===== config.mk =====
export PLATFORM = sky130hd
export DESIGN_NAME = key_reset_conditioner
export DESIGN_NICKNAME = d
export VERILOG_FILES = /design/src/rtl/key_reset_conditioner.sv
export SDC_FILE = /design/constraint.sdc
export NUM_CORES = 1
export LEC_CHECK = 0
export CORE_AREA = 4 4 92 94
export CTS_BUF_LIST = sky130_fd_sc_hd__clkbuf_8
export CTS_CLUSTER_DIAMETER = 80
export DETAILED_ROUTE_END_ITERATION = 8
export DIE_AREA = 0 0 96 98
export GPL_ROUTABILITY_DRIVEN = 0
export PLACE_DENSITY_LB_ADDON = 0.08
export SYNTH_ARGS = -nofsm -noshare
export SYNTH_HDL_FRONTEND = slang
export SYNTH_SLANG_ARGS = --single-unit

===== constraint.sdc =====
create_clock -name clk -period 2.7 [get_ports clk]
set_clock_uncertainty 0.2 [all_clocks]
set_input_delay 0.54 -clock clk [delete_from_list [all_inputs] [get_ports clk]]
set_output_delay 0.54 -clock clk [all_outputs]
set_load 0.02 [all_outputs]

===== src/rtl/key_reset_conditioner.sv =====
`timescale 1ns/1ps
// key_reset_conditioner
// Board-level input conditioner: synchronises and debounces active-low
// pushbuttons into clean level/press/release signals, and sequences a
// stretched system reset from PLL lock and a dedicated reset key.
module key_reset_conditioner #(
  parameter int NKEYS         = 4,
  parameter int DEBOUNCE_BITS = 16,
  parameter int RESET_HOLD    = 1024,
  parameter int RESET_KEY     = 0
) (
  input  logic             clk,
  input  logic             reset_n,
  input  logic [NKEYS-1:0] keys_in,
  input  logic             pll_locked,
  output logic [NKEYS-1:0] keys_level,
  output logic [NKEYS-1:0] keys_pressed,
  output logic [NKEYS-1:0] keys_released,
  output logic             reset_out,
  output logic             reset_out_n
);

  localparam int HOLD_W = (RESET_HOLD > 1) ? $clog2(RESET_HOLD) : 1;
  localparam logic [DEBOUNCE_BITS-1:0] CNT_MAX   = '1;
  localparam logic [HOLD_W-1:0]        HOLD_LAST = HOLD_W'(RESET_HOLD - 1);

  typedef enum logic {
    S_HOLD = 1'b0,
    S_RUN  = 1'b1
  } seq_state_e;

  // ---------------------------------------------------------------------
  // Input synchronisers
  // ---------------------------------------------------------------------
  logic [NKEYS-1:0] key_meta, key_sync;
  logic             pll_meta, pll_sync;

  // Two-flop synchronisers; keys idle released (1), lock idle unlocked (0).
  // NOTE: sequential state uses non-blocking (<=) so every flop samples the
  // pre-edge value of its neighbours, giving a true two-stage pipeline.
  always_ff @(posedge clk or negedge reset_n) begin
    if (!reset_n) begin
      key_meta <= '1;
      key_sync <= '1;
      pll_meta <= 1'b0;
      pll_sync <= 1'b0;
    end else begin
      key_meta <= keys_in;
      key_sync <= key_meta;
      pll_meta <= pll_locked;
      pll_sync <= pll_meta;
    end
  end

  // ---------------------------------------------------------------------
  // Per-key debounce: level follows the sample only after CNT_MAX+1
  // consecutive mismatching cycles; any agreeing sample restarts the count.
  // ---------------------------------------------------------------------
  for (genvar k = 0; k < NKEYS; k++) begin : g_key
    logic                     sample;
    logic                     level_q;
    logic                     press_q;
    logic                     release_q;
    logic [DEBOUNCE_BITS-1:0] cnt_q;

    assign sample = ~key_sync[k];

    // Stability counter with level update and one-cycle edge pulses.
    always_ff @(posedge clk or negedge reset_n) begin
      if (!reset_n) begin
        cnt_q     <= '0;
        level_q   <= 1'b0;
        press_q   <= 1'b0;
        release_q <= 1'b0;
      end else begin
        press_q   <= 1'b0;
        release_q <= 1'b0;
        if (sample == level_q) begin
          cnt_q <= '0;
        end else if (cnt_q != CNT_MAX) begin
          cnt_q <= cnt_q + DEBOUNCE_BITS'(1);
        end else begin
          cnt_q     <= '0;
          level_q   <= sample;
          press_q   <= sample;
          release_q <= ~sample;
        end
      end
    end

    assign keys_level[k]    = level_q;
    assign keys_pressed[k]  = press_q;
    assign keys_released[k] = release_q;
  end

  // ---------------------------------------------------------------------
  // Reset sequencer
  // ---------------------------------------------------------------------
  seq_state_e        state_q, state_d;
  logic [HOLD_W-1:0] hold_cnt_q, hold_cnt_d;
  logic              cause;
  logic              hold_next;

  assign cause = ~pll_sync | keys_level[RESET_KEY];

  // State register and hold counter.
  always_ff @(posedge clk or negedge reset_n) begin
    if (!reset_n) begin
      state_q    <= S_HOLD;
      hold_cnt_q <= '0;
    end else begin
      state_q    <= state_d;
      hold_cnt_q <= hold_cnt_d;
    end
  end

  // Next state: HOLD until RESET_HOLD consecutive cause-free cycles, any
  // cause restarts the window or drops RUN back to HOLD.
  // NOTE: every output of this block gets a default first, so no path can
  // leave it unassigned and infer a latch.
  always_comb begin
    state_d    = state_q;
    hold_cnt_d = hold_cnt_q;
    case (state_q)
      S_HOLD: begin
        if (cause) begin
          hold_cnt_d = '0;
        end else if (hold_cnt_q == HOLD_LAST) begin
          state_d    = S_RUN;
          hold_cnt_d = '0;
        end else begin
          hold_cnt_d = hold_cnt_q + HOLD_W'(1);
        end
      end
      S_RUN: begin
        if (cause) begin
          state_d    = S_HOLD;
          hold_cnt_d = '0;
        end
      end
    endcase
  end

  // Output decode from the next state, so the registered reset lines line
  // up with the state register and never glitch.
  always_comb begin
    hold_next = (state_d == S_HOLD);
  end

  // Registered reset outputs.
  always_ff @(posedge clk or negedge reset_n) begin
    if (!reset_n) begin
      reset_out   <= 1'b1;
      reset_out_n <= 1'b0;
    end else begin
      reset_out   <= hold_next;
      reset_out_n <= ~hold_next;
    end
  end

endmodule

[Word-level counts from Yosys, hierarchy flattened]
Cells that the tools add are included.
Word-level totals
  flip-flop bits (word level): 98
  bits of input ports: 7
  logic and storage cells: 90
Cells by class
  add/sub/neg operators: 5
  eq/ne operators: 10
  mux-type cells: 32
  bitwise logic cells: 16
  reductions and logical operators: 4
Operator list (number)
  $mux W16: 8
  $add A16 B1 Y16 const B: 4
  $ne A16 B16 Y1 const B: 4
  $mux W10: 3
  $pmux W10 S2: 1
  $mux W1: 19
  $not A1 Y1: 15
  $add A10 B1 Y10 const B: 1
  $eq A10 B10 Y1 const B: 1
  $reduce_and A2 Y1: 4
  $eq A1 B1 Y1: 4
  $ne A2 B1 Y1 const B: 1
  $pmux W1 S2: 1
  $or A1 B1 Y1: 1

[Logic depth before layout (Yosys ltp)]
  depth after elaboration: 5
  depth in mapped cells: 7
  gate-level depth less buffers: 5

[Least setup slack after synthesis]
Ideal clock, no wire load.
  kind: reg-to-reg
  from: register g_key[1].cnt_q[0]
  to: register g_key[1].cnt_q[10]
  setup time: 0.119 ns
  data arrival time: 1.655 ns
  data required time: 2.381 ns
  path slack: 0.726 ns
  stages on the path, launching flop included: 7
  clock period less this slack: 1.974 ns
  cells stage by stage: dfrtp_1 ha_1 nand4_1 or4_1 nand2b_1 buf_4 nor2_1
On the way
  longest elaborated chain between the ends: 3
  elaborated cells between the ends (all ways): 4
Ends and longest elaborated chain
  start: declaration: RTL line 64  | logic [DEBOUNCE_BITS-1:0] cnt_q;
  start signal: assignment: RTL line 81  | cnt_q <= cnt_q + DEBOUNCE_BITS'(1);
  $add A16 B1 Y16 or $ne A16 B16 Y1 (tied branches): RTL line 81, 80
  $mux W16 (*): RTL line 80  | end else if (cnt_q != CNT_MAX) begin
  $mux W16 (*): RTL line 78  | if (sample == level_q) begin
Mark *: on every way between the ends. The rest lies on a longest branch, timed or not.
A chain may end at the register's enable or synchronous reset.

[Final worst setup path]
  from: register reset_out_n
  to: output port reset_out_n
RTL lines
  start: declaration: RTL line 20  | output logic reset_out_n
  start signal: assignment: RTL line 157  | reset_out_n <= ~hold_next;
No word-level cell between the ends.

==> insert_results.sql <==
INSERT INTO impl_metrics (metric_group, metric, value, unit) VALUES
('grt', 'grt_start_max_net_pins', '39', ''),
('sta', 'report.final.slew_viol_count', '0', ''),
('grt', 'grt_first_pass_wirelength', '13500', 'um'),
('power_and_ir_drop', 'static-leakage-power', '2.01', 'nW'),
('sta', 'worst_hold_slack', '0.162', 'ns'),
('routing', 'remaining_antenna_violation_count_after_routing', '0', ''),
('sta', 'finalWorstSetupSlack', '0.366', 'ns'),
('synthesis', 'synth_ff_type', 'sky130_fd_sc_hd__dfrtp_1', ''),
('synthesis', 'async_flop_share', '100', '%'),
('power_and_ir_drop', 'switchingPower', '0.611', 'mW'),
('layout', 'stdcell_count', '556', ''),
('floorplanning', 'fp.dieW', '96', 'um'),
('floorplanning', 'core.rowCount', '32', ''),
('layout', 'drive_gt1_share', '9.47', '%'),
('layout', 'final_area', '4940', 'um2'),
('synthesis', 'synth.largest_area_cell', 'sky130_fd_sc_hd__dfrtp_1', ''),
('layout', 'diodes', '0', ''),
('power_and_ir_drop', 'report.power.total', '2.52', 'mW'),
('power_and_ir_drop', 'power.density', '509', 'nW/um2'),
('place', 'pre_cts_slack', '0.425', 'ns'),
('setup_path', 'reg2regPathDepth', '5', ''),
('floorplanning', 'dieArea', '9410', 'um2'),
('setup_path', 'worst-path-max-fanout', '14', ''),
('synthesis', 'syn_avg_cell_area', '10.4', 'um2'),
('routing', 'first_pass_iters', '4', ''),
('power_and_ir_drop', 'p_comb_share', '4.2', '%'),
('synthesis', 'ys_warnings', '0', ''),
('sta', 'rsz_0062_raised_after_global_routing', 'false', ''),
('setup_path', 'reg2reg_from', 'g_key[1].cnt_q[0]', ''),
('sta', 'hold_viol_final', '0', ''),
('place', 'portBuffers', '20', ''),
('routing', 'drt_iter0_drc', '94', ''),
('routing', 'post-route-drc-count', '0', ''),
('power_and_ir_drop', 'internal_power', '1.91', 'mW'),
('sta', 'number_of_endpoints_failing_setup_at_the_final_stage', '0', ''),
('grt', 'globalRoute.totalOverflow', '0', ''),
('run_status', 'status', 'finished clean', ''),
('synthesis', 'synthDominantCellAreaShare', '49.2', '%'),
('cts', 'clk_root_buffer_cell', 'sky130_fd_sc_hd__clkbuf_8', ''),
('synthesis', 'syn-instance-count', '435', ''),
('cts', 'cts-buffers-inserted', '9', ''),
('setup_path', 'worst_ep_required_time', '1.96', 'ns'),
('layout', 'top_library_cells_by_usage_in_the_layout_fill_and_taps_aside', 'sky130_fd_sc_hd__dfrtp_1, sky130_fd_sc_hd__nor2_1, sky130_fd_sc_hd__xnor2_1', ''),
('worst_hold_path', 'min-delay-path-class', 'reg2reg', ''),
('setup_path', 'critical_path.n_buffers_inverters', '1', ''),
('setup_path', 'startpoint', 'reset_out_n', ''),
('place', 'standard_cell_area_after_detailed_placement', '4750', 'um2'),
('synthesis', 'synth_seq_area_share', '54.4', '%'),
('worst_hold_path', 'holdCritStartpoint', 'pll_meta', ''),
('grt', 'antenna_violations_before_repair', '0', ''),
('synthesis', 'synthTopCellsByArea', 'sky130_fd_sc_hd__dfrtp_1, sky130_fd_sc_hd__xnor2_1, sky130_fd_sc_hd__nor2_1', ''),
('setup_path', 'critical_path.top_delay_family', 'buffers and inverters', ''),
('sta', 'max-slew-margin-rel', '68.5', '%'),
('cts', 'ctsHtreeMaxLevel', '3', ''),
('synthesis', 'yosysUniqueCellTypes', '41', ''),
('grt', 'number_of_global_route_vias_before_repair', '2982', ''),
('setup_path', 'worst_setup_path_end_kind', 'primary output', ''),
('synthesis', 'post_synth_instance_area', '4530', 'um2'),
('routing', 'average_detailed_routed_wire_length_per_instance', '13.6', 'um'),
('synthesis', 'postSynthNetCount', '447', ''),
('cts', 'cts_setup_buffers', '0', ''),
('worst_hold_path', 'number_of_instances_on_the_worst_hold_path', '0', ''),
('layout', 'fin_util', '64.7', '%'),
('setup_path', 'critical_path_depth', '1', ''),
('place', 'post_placement_cell_count', '539', ''),
('setup_path', 'startpoint_type', 'flip-flop', ''),
('setup_path', 'critical_path.cell_chain', 'clkdlybuf4s50_1', ''),
('routing', 'detail_route.wirelength', '7590', 'um'),
('synthesis', 'synth_edf_count', '0', ''),
('synthesis', 'synth_seq_cells', '98', ''),
('setup_path', 'timing.setup.critical_path_class', 'reg2out', '');
cells by family after synthesis:
logic type	synth area share, %
xor+xnor	11.8
flops	54.4
compound gates	2.93
buf+inv	4.17
mux	0.442
fa+ha+maj	1.38
simple gates	24.9
metal layers:
| metal | GRT usage [%] | share of wire, % | vias up |
|---|---|---|---|
| met5 | 0 | 0 | - |
| met2 | 28.4 | 48 | 34 |
| met4 | 5.91 | 1.6 | 0 |
| met3 | 3.24 | 2.4 | 12 |
| li1 | - | - | 1510 |
| met1 | 24.5 | 48 | 1485 |
layout make-up:
type,instances,area [um2]
clock buffers,10,138
inverters,13,48.8
multi-input cells,303,1880
fillers,600,2700
flip-flops and latches,98,2460
repair buffers,24,243
well taps,102,128
clock inverters,6,48.8
final timing paths:
kind / endpoint / slack [ns]
setup / recovery: reset_out_n / 0.37
hold / removal: pll_sync / 0.16
setup reg to reg: g_key[1].cnt_q[4] / 0.44
hold reg to reg: pll_sync / 0.16
max in group asynchronous: key_meta[1] / 1.08
min in group asynchronous: hold_cnt_q[0] / 0.47
power groups by stage:
stage / Combinational [mW] / Sequential, mW / Clock, mW
2_1_floorplan: 0.0553 / 1.55 / 0
3_3_place_gp: 0.104 / 1.55 / 0
3_5_place_dp: 0.106 / 1.55 / 0
4_1_cts: 0.108 / 1.52 / 0.923
5_1_grt: 0.122 / 1.53 / 0.998
6_report: 0.105 / 1.52 / 0.889
timing repair:
item,4_1_cts,5_1_grt
hold endpoints to repair,30,0
setup endpoints to repair,0,0
hold buffers,1,0
sequential cells by signal (all words and copies together), names as in the netlist, 4 cells and up:
| name | cells |
|---|---|
| g_key.level_q | 4 |
| g_key.cnt_q | 64 |
| key_meta | 4 |
| g_key.press_q | 4 |
| key_sync | 4 |
| hold_cnt_q | 10 |
| g_key.release_q | 4 |
Yosys cell counts, types with 3 or more instances:
cell / n
sky130_fd_sc_hd__dfrtp_1: 89
sky130_fd_sc_hd__nor2_1: 70
sky130_fd_sc_hd__xnor2_1: 34
sky130_fd_sc_hd__xor2_1: 27
sky130_fd_sc_hd__nand2_1: 26
sky130_fd_sc_hd__nand3_1: 25
sky130_fd_sc_hd__nand4_1: 20
sky130_fd_sc_hd__buf_4: 15
sky130_fd_sc_hd__inv_1: 13
sky130_fd_sc_hd__nor4_1: 13
sky130_fd_sc_hd__nor3_1: 12
sky130_fd_sc_hd__dfstp_2: 9
sky130_fd_sc_hd__a21oi_1: 7
sky130_fd_sc_hd__o21ai_0: 7
sky130_fd_sc_hd__and3_1: 6
sky130_fd_sc_hd__and4_1: 6
sky130_fd_sc_hd__or3_1: 6
sky130_fd_sc_hd__ha_1: 5
sky130_fd_sc_hd__and2_1: 4
sky130_fd_sc_hd__buf_2: 4
sky130_fd_sc_hd__or2_2: 4
sky130_fd_sc_hd__nand3b_1: 3
sky130_fd_sc_hd__or4_1: 3
(Power assumes the default switching activity.)
